--- config.mk ---
export PLATFORM = sky130hd
export DESIGN_NAME = iter_muldiv_unit
export DESIGN_NICKNAME = d
export VERILOG_FILES = /design/src/rtl/muldiv_pkg.sv /design/src/rtl/muldiv_sign_fix.sv /design/src/rtl/iter_muldiv_unit.sv
export SDC_FILE = /design/constraint.sdc
export NUM_CORES = 1
export LEC_CHECK = 0
export CORE_ASPECT_RATIO = 0.6
export CORE_MARGIN = 5
export CORE_UTILIZATION = 53
export CTS_CLUSTER_DIAMETER = 200
export DETAILED_ROUTE_END_ITERATION = 8
export PLACE_DENSITY = 0.76
export RECOVER_POWER = 100
export SETUP_SLACK_MARGIN = 0.4
export SLEW_MARGIN = 25
export SYNTH_ARGS = -nofsm -noshare
export SYNTH_HDL_FRONTEND = slang
export SYNTH_SLANG_ARGS = --single-unit
--- constraint.sdc ---
create_clock -name clk -period 3.4 [get_ports clk]
set_input_delay 0.51 -clock clk [delete_from_list [all_inputs] [get_ports clk]]
set_output_delay 0.51 -clock clk [all_outputs]
set_load 0.01 [all_outputs]
--- src/rtl/muldiv_pkg.sv ---
// Shared definitions for the iterative multiply/divide unit.
// Default operand width, FSM state encoding and operation select values.
package muldiv_pkg;

    localparam int DEFAULT_WIDTH = 32;

    localparam logic OP_MUL = 1'b0;
    localparam logic OP_DIV = 1'b1;

    typedef enum logic [2:0] {
        IDLE,
        CALC,
        FIX,
        DONE,
        HOLD
    } state_e;

endpackage

--- src/rtl/muldiv_sign_fix.sv ---
// Conditional two's-complement negate: out = en ? -in : in.
// Purely combinational, no handshake.
module muldiv_sign_fix #(
    parameter int W = 32
) (
    input  logic         en,
    input  logic [W-1:0] in,
    output logic [W-1:0] out
);

    assign out = en ? (~in + W'(1)) : in;

endmodule

--- src/rtl/iter_muldiv_unit.sv ---
// Iterative shift-add multiplier / restoring divider on a start/done level handshake.
// Latency WIDTH+2 cycles from the accept cycle; start held past done parks in HOLD until released.
module iter_muldiv_unit
    import muldiv_pkg::*;
#(
    parameter int WIDTH = DEFAULT_WIDTH
) (
    input  logic             clk,
    input  logic             rst,
    input  logic             start,
    input  logic             op_div,
    input  logic             is_signed,
    input  logic [WIDTH-1:0] opa,
    input  logic [WIDTH-1:0] opb,
    output logic             busy,
    output logic             done,
    output logic [WIDTH-1:0] hi,
    output logic [WIDTH-1:0] lo,
    output logic             div_by_zero
);

    localparam int CW = $clog2(WIDTH);
    localparam int W2 = 2 * WIDTH;

    state_e           state_q, state_d;
    logic [CW-1:0]    cnt_q, cnt_d;
    logic [W2-1:0]    acc_q, acc_d;
    logic [WIDTH:0]   opnd_q, opnd_d;
    logic             op_q, op_d;
    logic             neg_res_q, neg_res_d;
    logic             neg_rem_q, neg_rem_d;
    logic             dbz_pend_q, dbz_pend_d;
    logic [WIDTH-1:0] hi_q, hi_d;
    logic [WIDTH-1:0] lo_q, lo_d;
    logic             dbz_q, dbz_d;

    logic             a_neg, b_neg;
    logic [WIDTH-1:0] abs_a;
    logic [WIDTH:0]   abs_b;
    logic [WIDTH-1:0] acc_hi, acc_lo;
    logic [WIDTH:0]   mul_sum, div_trial;
    logic             div_ge;
    logic [WIDTH-1:0] div_diff;
    logic [W2-1:0]    prod_fix;
    logic [WIDTH-1:0] quo_fix, rem_fix;

    assign a_neg = is_signed & opa[WIDTH-1];
    assign b_neg = is_signed & opb[WIDTH-1];

    // The dividend/multiplier magnitude is read as unsigned, so W bits hold 2^(W-1);
    // the other operand keeps W+1 bits to line up with the W+1-bit trial subtract.
    muldiv_sign_fix #(.W(WIDTH))   u_abs_a (.en(a_neg), .in(opa),          .out(abs_a));
    muldiv_sign_fix #(.W(WIDTH+1)) u_abs_b (.en(b_neg), .in({b_neg, opb}), .out(abs_b));

    assign acc_hi    = acc_q[W2-1:WIDTH];
    assign acc_lo    = acc_q[WIDTH-1:0];
    assign mul_sum   = {1'b0, acc_hi} + opnd_q;
    assign div_trial = {acc_hi, acc_lo[WIDTH-1]};
    assign div_ge    = (div_trial >= opnd_q);
    assign div_diff  = div_trial[WIDTH-1:0] - opnd_q[WIDTH-1:0];

    muldiv_sign_fix #(.W(W2))    u_fix_prod (.en(neg_res_q), .in(acc_q),  .out(prod_fix));
    muldiv_sign_fix #(.W(WIDTH)) u_fix_quo  (.en(neg_res_q), .in(acc_lo), .out(quo_fix));
    muldiv_sign_fix #(.W(WIDTH)) u_fix_rem  (.en(neg_rem_q), .in(acc_hi), .out(rem_fix));

    always_comb begin
        state_d    = state_q;
        cnt_d      = cnt_q;
        acc_d      = acc_q;
        opnd_d     = opnd_q;
        op_d       = op_q;
        neg_res_d  = neg_res_q;
        neg_rem_d  = neg_rem_q;
        dbz_pend_d = dbz_pend_q;
        hi_d       = hi_q;
        lo_d       = lo_q;
        dbz_d      = dbz_q;

        case (state_q)
            IDLE: begin
                if (start) begin
                    state_d    = CALC;
                    cnt_d      = '0;
                    op_d       = op_div;
                    neg_res_d  = a_neg ^ b_neg;
                    neg_rem_d  = a_neg;
                    dbz_pend_d = (op_div == OP_DIV) && (opb == '0);
                    acc_d      = {{WIDTH{1'b0}}, abs_a};
                    opnd_d     = abs_b;
                end
            end
            CALC: begin
                if (op_q == OP_DIV) begin
                    acc_d = {(div_ge ? div_diff : div_trial[WIDTH-1:0]),
                             acc_lo[WIDTH-2:0], div_ge};
                end else if (acc_lo[0]) begin
                    acc_d = {mul_sum, acc_lo[WIDTH-1:1]};
                end else begin
                    acc_d = {1'b0, acc_q[W2-1:1]};
                end
                cnt_d = cnt_q + CW'(1);
                if (cnt_q == CW'(WIDTH - 1)) begin
                    state_d = FIX;
                end
            end
            FIX: begin
                if (op_q == OP_MUL) begin
                    {hi_d, lo_d} = prod_fix;
                    dbz_d        = 1'b0;
                end else begin
                    // With a zero divisor the remainder path already rebuilds the original dividend.
                    hi_d  = rem_fix;
                    lo_d  = dbz_pend_q ? {WIDTH{1'b1}} : quo_fix;
                    dbz_d = dbz_pend_q;
                end
                state_d = DONE;
            end
            DONE: begin
                state_d = start ? HOLD : IDLE;
            end
            HOLD: begin
                if (!start) begin
                    state_d = IDLE;
                end
            end
            default: begin
                state_d = IDLE;
            end
        endcase
    end

    always_ff @(posedge clk) begin
        if (rst) begin
            state_q    <= IDLE;
            cnt_q      <= '0;
            acc_q      <= '0;
            opnd_q     <= '0;
            op_q       <= 1'b0;
            neg_res_q  <= 1'b0;
            neg_rem_q  <= 1'b0;
            dbz_pend_q <= 1'b0;
            hi_q       <= '0;
            lo_q       <= '0;
            dbz_q      <= 1'b0;
        end else begin
            state_q    <= state_d;
            cnt_q      <= cnt_d;
            acc_q      <= acc_d;
            opnd_q     <= opnd_d;
            op_q       <= op_d;
            neg_res_q  <= neg_res_d;
            neg_rem_q  <= neg_rem_d;
            dbz_pend_q <= dbz_pend_d;
            hi_q       <= hi_d;
            lo_q       <= lo_d;
            dbz_q      <= dbz_d;
        end
    end

    assign busy        = (state_q != IDLE);
    assign done        = (state_q == DONE);
    assign hi          = hi_q;
    assign lo          = lo_q;
    assign div_by_zero = dbz_q;

endmodule

==> impl_results.html <==
<table>
<tr><th>Metric</th><th>Value</th></tr>
<tr><th colspan="2">Critical path</th></tr>
<tr><td>Worst endpoint data arrival time</td><td>3.46 ns</td></tr>
<tr><td>Cell type with the highest occurrence count on the critical path</td><td>o21ai_0</td></tr>
<tr><td>Chain of cells forming the critical path</td><td>or4_1 -&gt; or3_1 -&gt; nor4_4 -&gt; nand3_1 -&gt; nor4_1 -&gt; buf_4 -&gt; nand2b_4 -&gt; o21ai_0 -&gt; xnor2_1 -&gt; o21ai_0</td></tr>
<tr><td>Worst stage delay on the critical path</td><td>0.69 ns</td></tr>
<tr><td>Data required time at the worst endpoint</td><td>3.72 ns</td></tr>
<tr><td>Type of the worst setup path</td><td>reg -&gt; reg</td></tr>
<tr><td>Worst setup EP type</td><td>flip-flop</td></tr>
<tr><td>Slowest library cell on the worst path</td><td>or4_1</td></tr>
<tr><td>Launching element type of the critical path</td><td>flip-flop</td></tr>
<tr><td>Top fanout value on the critical path</td><td>9</td></tr>
<tr><th colspan="2">Die</th></tr>
<tr><td># IOs</td><td>136</td></tr>
<tr><td>Die width</td><td>219.1 µm</td></tr>
<tr><td>Height of the chip</td><td>135.4 µm</td></tr>
<tr><td>Area of the core region</td><td>25560 µm²</td></tr>
<tr><td>DIE AREA</td><td>29670 µm²</td></tr>
<tr><td>Initial Utilization</td><td>54.37%</td></tr>
<tr><td>Rows</td><td>45</td></tr>
<tr><th colspan="2">Timing</th></tr>
<tr><td>Maximum clock rate</td><td>0.3185 GHz</td></tr>
<tr><td>Final count of negative-setup-slack endpoints</td><td>0</td></tr>
<tr><td>Final number of max-transition violations</td><td>34</td></tr>
<tr><td>Number of hold violations in the final report</td><td>0</td></tr>
<tr><td>Worst-case headroom to the max-slew limit</td><td>-4.909%</td></tr>
<tr><td>Setup repair after global routing missed its margin</td><td>yes</td></tr>
<tr><td>Transition time of the tightest slew-check pin</td><td>1.574 ns</td></tr>
<tr><td>Worst hold margin</td><td>0.4438 ns</td></tr>
<tr><td>Time the final worst path needs with I/O delays and setup</td><td>3.140 ns</td></tr>
<tr><td>Worst Skew</td><td>0.01604 ns</td></tr>
<tr><td>Post-route fraction of the period consumed by the critical path</td><td>92.34%</td></tr>
<tr><th colspan="2">Logic synthesis</th></tr>
<tr><td>Syn Nets</td><td>1973</td></tr>
<tr><td>Area share of the largest cell type after synthesis</td><td>25.07%</td></tr>
<tr><td>Simple-gate share of the synthesized area</td><td>19.74%</td></tr>
<tr><td>Sequential area share after synthesis</td><td>25.07%</td></tr>
<tr><td>Xor/xnor cell area share of the yosys netlist</td><td>10.08%</td></tr>
<tr><td>Register bit count reported by yosys</td><td>174</td></tr>
<tr><td>Complex-gate fraction of the synthesized area</td><td>29.17%</td></tr>
<tr><td>Synthesized area divided by synthesized cell count</td><td>7.590 µm²</td></tr>
<tr><td>Post-Synthesis Cells</td><td>1831</td></tr>
<tr><td>Yosys warns</td><td>0</td></tr>
<tr><td>Adder-cell share of the synthesized area</td><td>6.680%</td></tr>
<tr><td>Post-synthesis cell type count</td><td>80</td></tr>
<tr><td>Post-synth EDFFs</td><td>0</td></tr>
<tr><td>Cell types with the largest area share after synthesis</td><td>dfxtp_1 25%, a211oi_1 7.6%, ha_1 6.4%</td></tr>
<tr><td>Dominant cell type by area after synthesis</td><td>dfxtp_1</td></tr>
<tr><td>Synthesized area</td><td>13900 µm²</td></tr>
<tr><td>Share of synthesized registers carrying an async set or reset</td><td>0%</td></tr>
<tr><td>Main flop type after synthesis</td><td>dfxtp_1</td></tr>
<tr><td>Combinational family with the most area after synthesis</td><td>compound AO/OA/AOI/OAI gates</td></tr>
<tr><td>Fraction of synthesized area in multiplexers</td><td>3.520%</td></tr>
<tr><th colspan="2">Global route</th></tr>
<tr><td>Antenna violations before repair</td><td>0</td></tr>
<tr><td>Pin count of the biggest net entering global routing</td><td>72</td></tr>
<tr><td>Aggregate global-route resource usage</td><td>33.38%</td></tr>
<tr><td>Vias in the first global route</td><td>13280</td></tr>
<tr><td>Overflow left after global routing</td><td>0</td></tr>
<tr><td>Wire length of the first global-routing pass</td><td>77610 µm</td></tr>
<tr><th colspan="2">Routing</th></tr>
<tr><td>Number of nets with antenna violations after detailed routing</td><td>0</td></tr>
<tr><td>Average detailed-routed wire length per instance</td><td>21.81 µm</td></tr>
<tr><td>Final routed wirelength across all metal layers</td><td>51770 µm</td></tr>
<tr><td>Average via count per standard cell</td><td>6.270</td></tr>
<tr><td>Detailed-router iteration count before antenna repair</td><td>6</td></tr>
<tr><td>Number of design-rule violations left by the first detailed-router iteration</td><td>1961</td></tr>
<tr><td>Via count</td><td>14880</td></tr>
<tr><td>Total DRC errors in the routed layout</td><td>0</td></tr>
<tr><th colspan="2">Clock network</th></tr>
<tr><td>Number of buffers added by the clock tree synthesis step</td><td>17</td></tr>
<tr><td>CTS tree</td><td>built</td></tr>
<tr><td>Root buffer cell</td><td>clkbuf_16</td></tr>
<tr><td>Number of H-tree branching levels</td><td>4</td></tr>
<tr><td>Clock tree sinks</td><td>174</td></tr>
<tr><td>Clock-pin slew of the registers on the worst-case setup and hold paths</td><td>0.08 ns</td></tr>
<tr><td>Skew-Pair Late Insertion Delay</td><td>0.46 ns</td></tr>
<tr><td>CTS Buffer Depth</td><td>2</td></tr>
<tr><th colspan="2">Place</th></tr>
<tr><td>DPL Wire Length</td><td>40110 µm</td></tr>
<tr><td>Area post-placement</td><td>16240 µm²</td></tr>
<tr><td>PortBufs</td><td>135</td></tr>
<tr><td>RePlAce Congestion</td><td>1.016</td></tr>
<tr><td>Number of placed cells counting well taps</td><td>2321</td></tr>
<tr><th colspan="2">Power</th></tr>
<tr><td>Part of the total power dissipated in sequential elements</td><td>33.0%</td></tr>
<tr><td>Fraction of power spent switching nets</td><td>37.17%</td></tr>
<tr><td>Peak VDD IR</td><td>0.3164 mV</td></tr>
<tr><td>Power share of the combinational group</td><td>37.1%</td></tr>
<tr><td>Pwr Density</td><td>393.0 nW/µm²</td></tr>
<tr><td>Internal power summed over all cells</td><td>4.346 mW</td></tr>
<tr><td>Leakage power summed over all cells</td><td>7.034 nW</td></tr>
<tr><td>Fraction of power consumed by the clock network</td><td>29.9%</td></tr>
<tr><td>Net switching power</td><td>2.571 mW</td></tr>
<tr><td>Overall power</td><td>6.917 mW</td></tr>
<tr><th colspan="2">Final layout</th></tr>
<tr><td>Area taken by multi-input logic gates</td><td>10140 µm²</td></tr>
<tr><td>Number of filler instances in the final layout</td><td>2180</td></tr>
<tr><td>Diode insertion count for antenna repair</td><td>0</td></tr>
<tr><td>Number of standard cells in the layout, taps in and fillers out</td><td>2374</td></tr>
<tr><td>Relative area change from synthesis to final layout</td><td>26.65%</td></tr>
<tr><td>Most common cell after layout, fill and taps aside</td><td>nor2_1</td></tr>
<tr><td>Share of post-route cells with drive strength above 1</td><td>16.62%</td></tr>
<tr><td>Total non-filler cell area in the finished layout</td><td>17600 µm²</td></tr>
<tr><td>Nets</td><td>2152</td></tr>
<tr><td>Most frequent cells in the layout</td><td>194 x nor2_1, 151 x nand2_1, 148 x dfxtp_1, 148 x buf_4, 137 x a211oi_1</td></tr>
<tr><td>Storage element area</td><td>3528 µm²</td></tr>
<tr><th colspan="2">Flow run</th></tr>
<tr><td>Max-Cap Viols</td><td>1</td></tr>
<tr><th colspan="2">Min path</th></tr>
<tr><td>Class of the tightest hold or removal check</td><td>in -&gt; reg</td></tr>
<tr><th colspan="2">Status</th></tr>
<tr><td>Violations in the final reports</td><td>max-capacitance violations, max-slew violations</td></tr>
<tr><td>Result of the run</td><td>complete, but fails checks</td></tr>
</table>
metrics by stage:
step | setup WS, ns | setup TNS, ns | util [%]
2_1_floorplan | 0.4058 | 0 | -
3_3_place_gp | 0.01287 | 0 | 63.52
3_5_place_dp | -0.07453 | -0.07453 | 63.53
4_1_cts | 0.3883 | 0 | 67.10
5_1_grt | 0.1485 | 0 | 68.85
6_report | 0.2605 | 0 | 68.85
path summary, 6_finish.rpt:
| kind | slack (ns) | depth (start not counted) | endpoint | start |
|---|---|---|---|---|
| max | 0.26 | 10 | hi[2] | acc_q[7] |
| min reg2reg | 0.46 | 2 | hi[23] | hi[23] |
| min | 0.44 | 2 | lo[7] | rst |
| max reg2reg | 0.26 | 10 | hi[2] | acc_q[7] |
state kept, by name (all words and copies together) (netlist names):
signal,flops
dbz_pend_q,1
acc_q,64
state_q,3
hi,32
op_q,1
cnt_q,5
div_by_zero,1
lo,32
neg_rem_q,1
neg_res_q,1
opnd_q,33
what timing repair did:
| item | in CTS | in global routing |
|---|---|---|
| endpoints found under the setup margin | 39 | 54 |
| hold buffers | 0 | 0 |
| hold endpoints to repair | 0 | 0 |
| pin swaps | 15 | 41 |
| gates resized for setup | 57 | 101 |
| buffers inserted | 5 | 13 |
| gates cloned | 1 | 3 |
Yosys cell counts, drive strengths merged (14+ instances only):
master    n
mux2i    41
dfxtp   174
a31oi    20
nand2b   18
o21ai   114
o31ai    20
nor2    197
o211ai   30
o21a     15
or3      24
o41ai    14
ha       71
nor3     43
buf      26
nand4    15
nand2   159
nand3    21
a211oi  142
inv      55
a21o     33
nor4     17
or4      14
xnor2    71
clkbuf  112
a21oi   136
xor2     89
layer usage:
layer  share of wire, %  GRT usage (%)  wire, µm
met3                 15          13.92      7995
met4               0.99          5.786       512
met5                  0              0         0
met2                 36          41.80     18870
met1                 47          52.16     24400
cell type report:
class | instances | share of cell area, %
Clock inverter | 12 | 0.8317
Sequential cell | 174 | 20.05
Multi-Input combinational cell | 1463 | 57.60
Timing Repair Buffer | 299 | 15.27
Clock buffer | 19 | 2.573
Tap cell | 352 | 2.502
Inverter | 55 | 1.173
cell families after synthesis:
family,Yosys count
xor+xnor,160
fa+ha+maj,73
flops,174
mux,48
simple gates,576
compound gates,606
buf+inv,194
power by group through the flow:
stage	sequential [mW]	clock [mW]	combinational, mW
2_1_floorplan	2.26	0	1.46
3_3_place_gp	2.31	0	2.20
3_5_place_dp	2.31	0	2.23
4_1_cts	2.27	2.07	2.35
5_1_grt	2.29	2.15	2.74
6_report	2.28	2.07	2.57
worst max-delay path: cells and delay by family (launching register included):
| family | cells | cell delay [ns] |
|---|---|---|
| simple gates | 6 | 1.89 |
| compound gates | 2 | 0.25 |
| flops | 1 | 0.41 |
| buf+inv | 1 | 0.19 |
| xor+xnor | 1 | 0.26 |
Power figures use the tool's default switching activity.
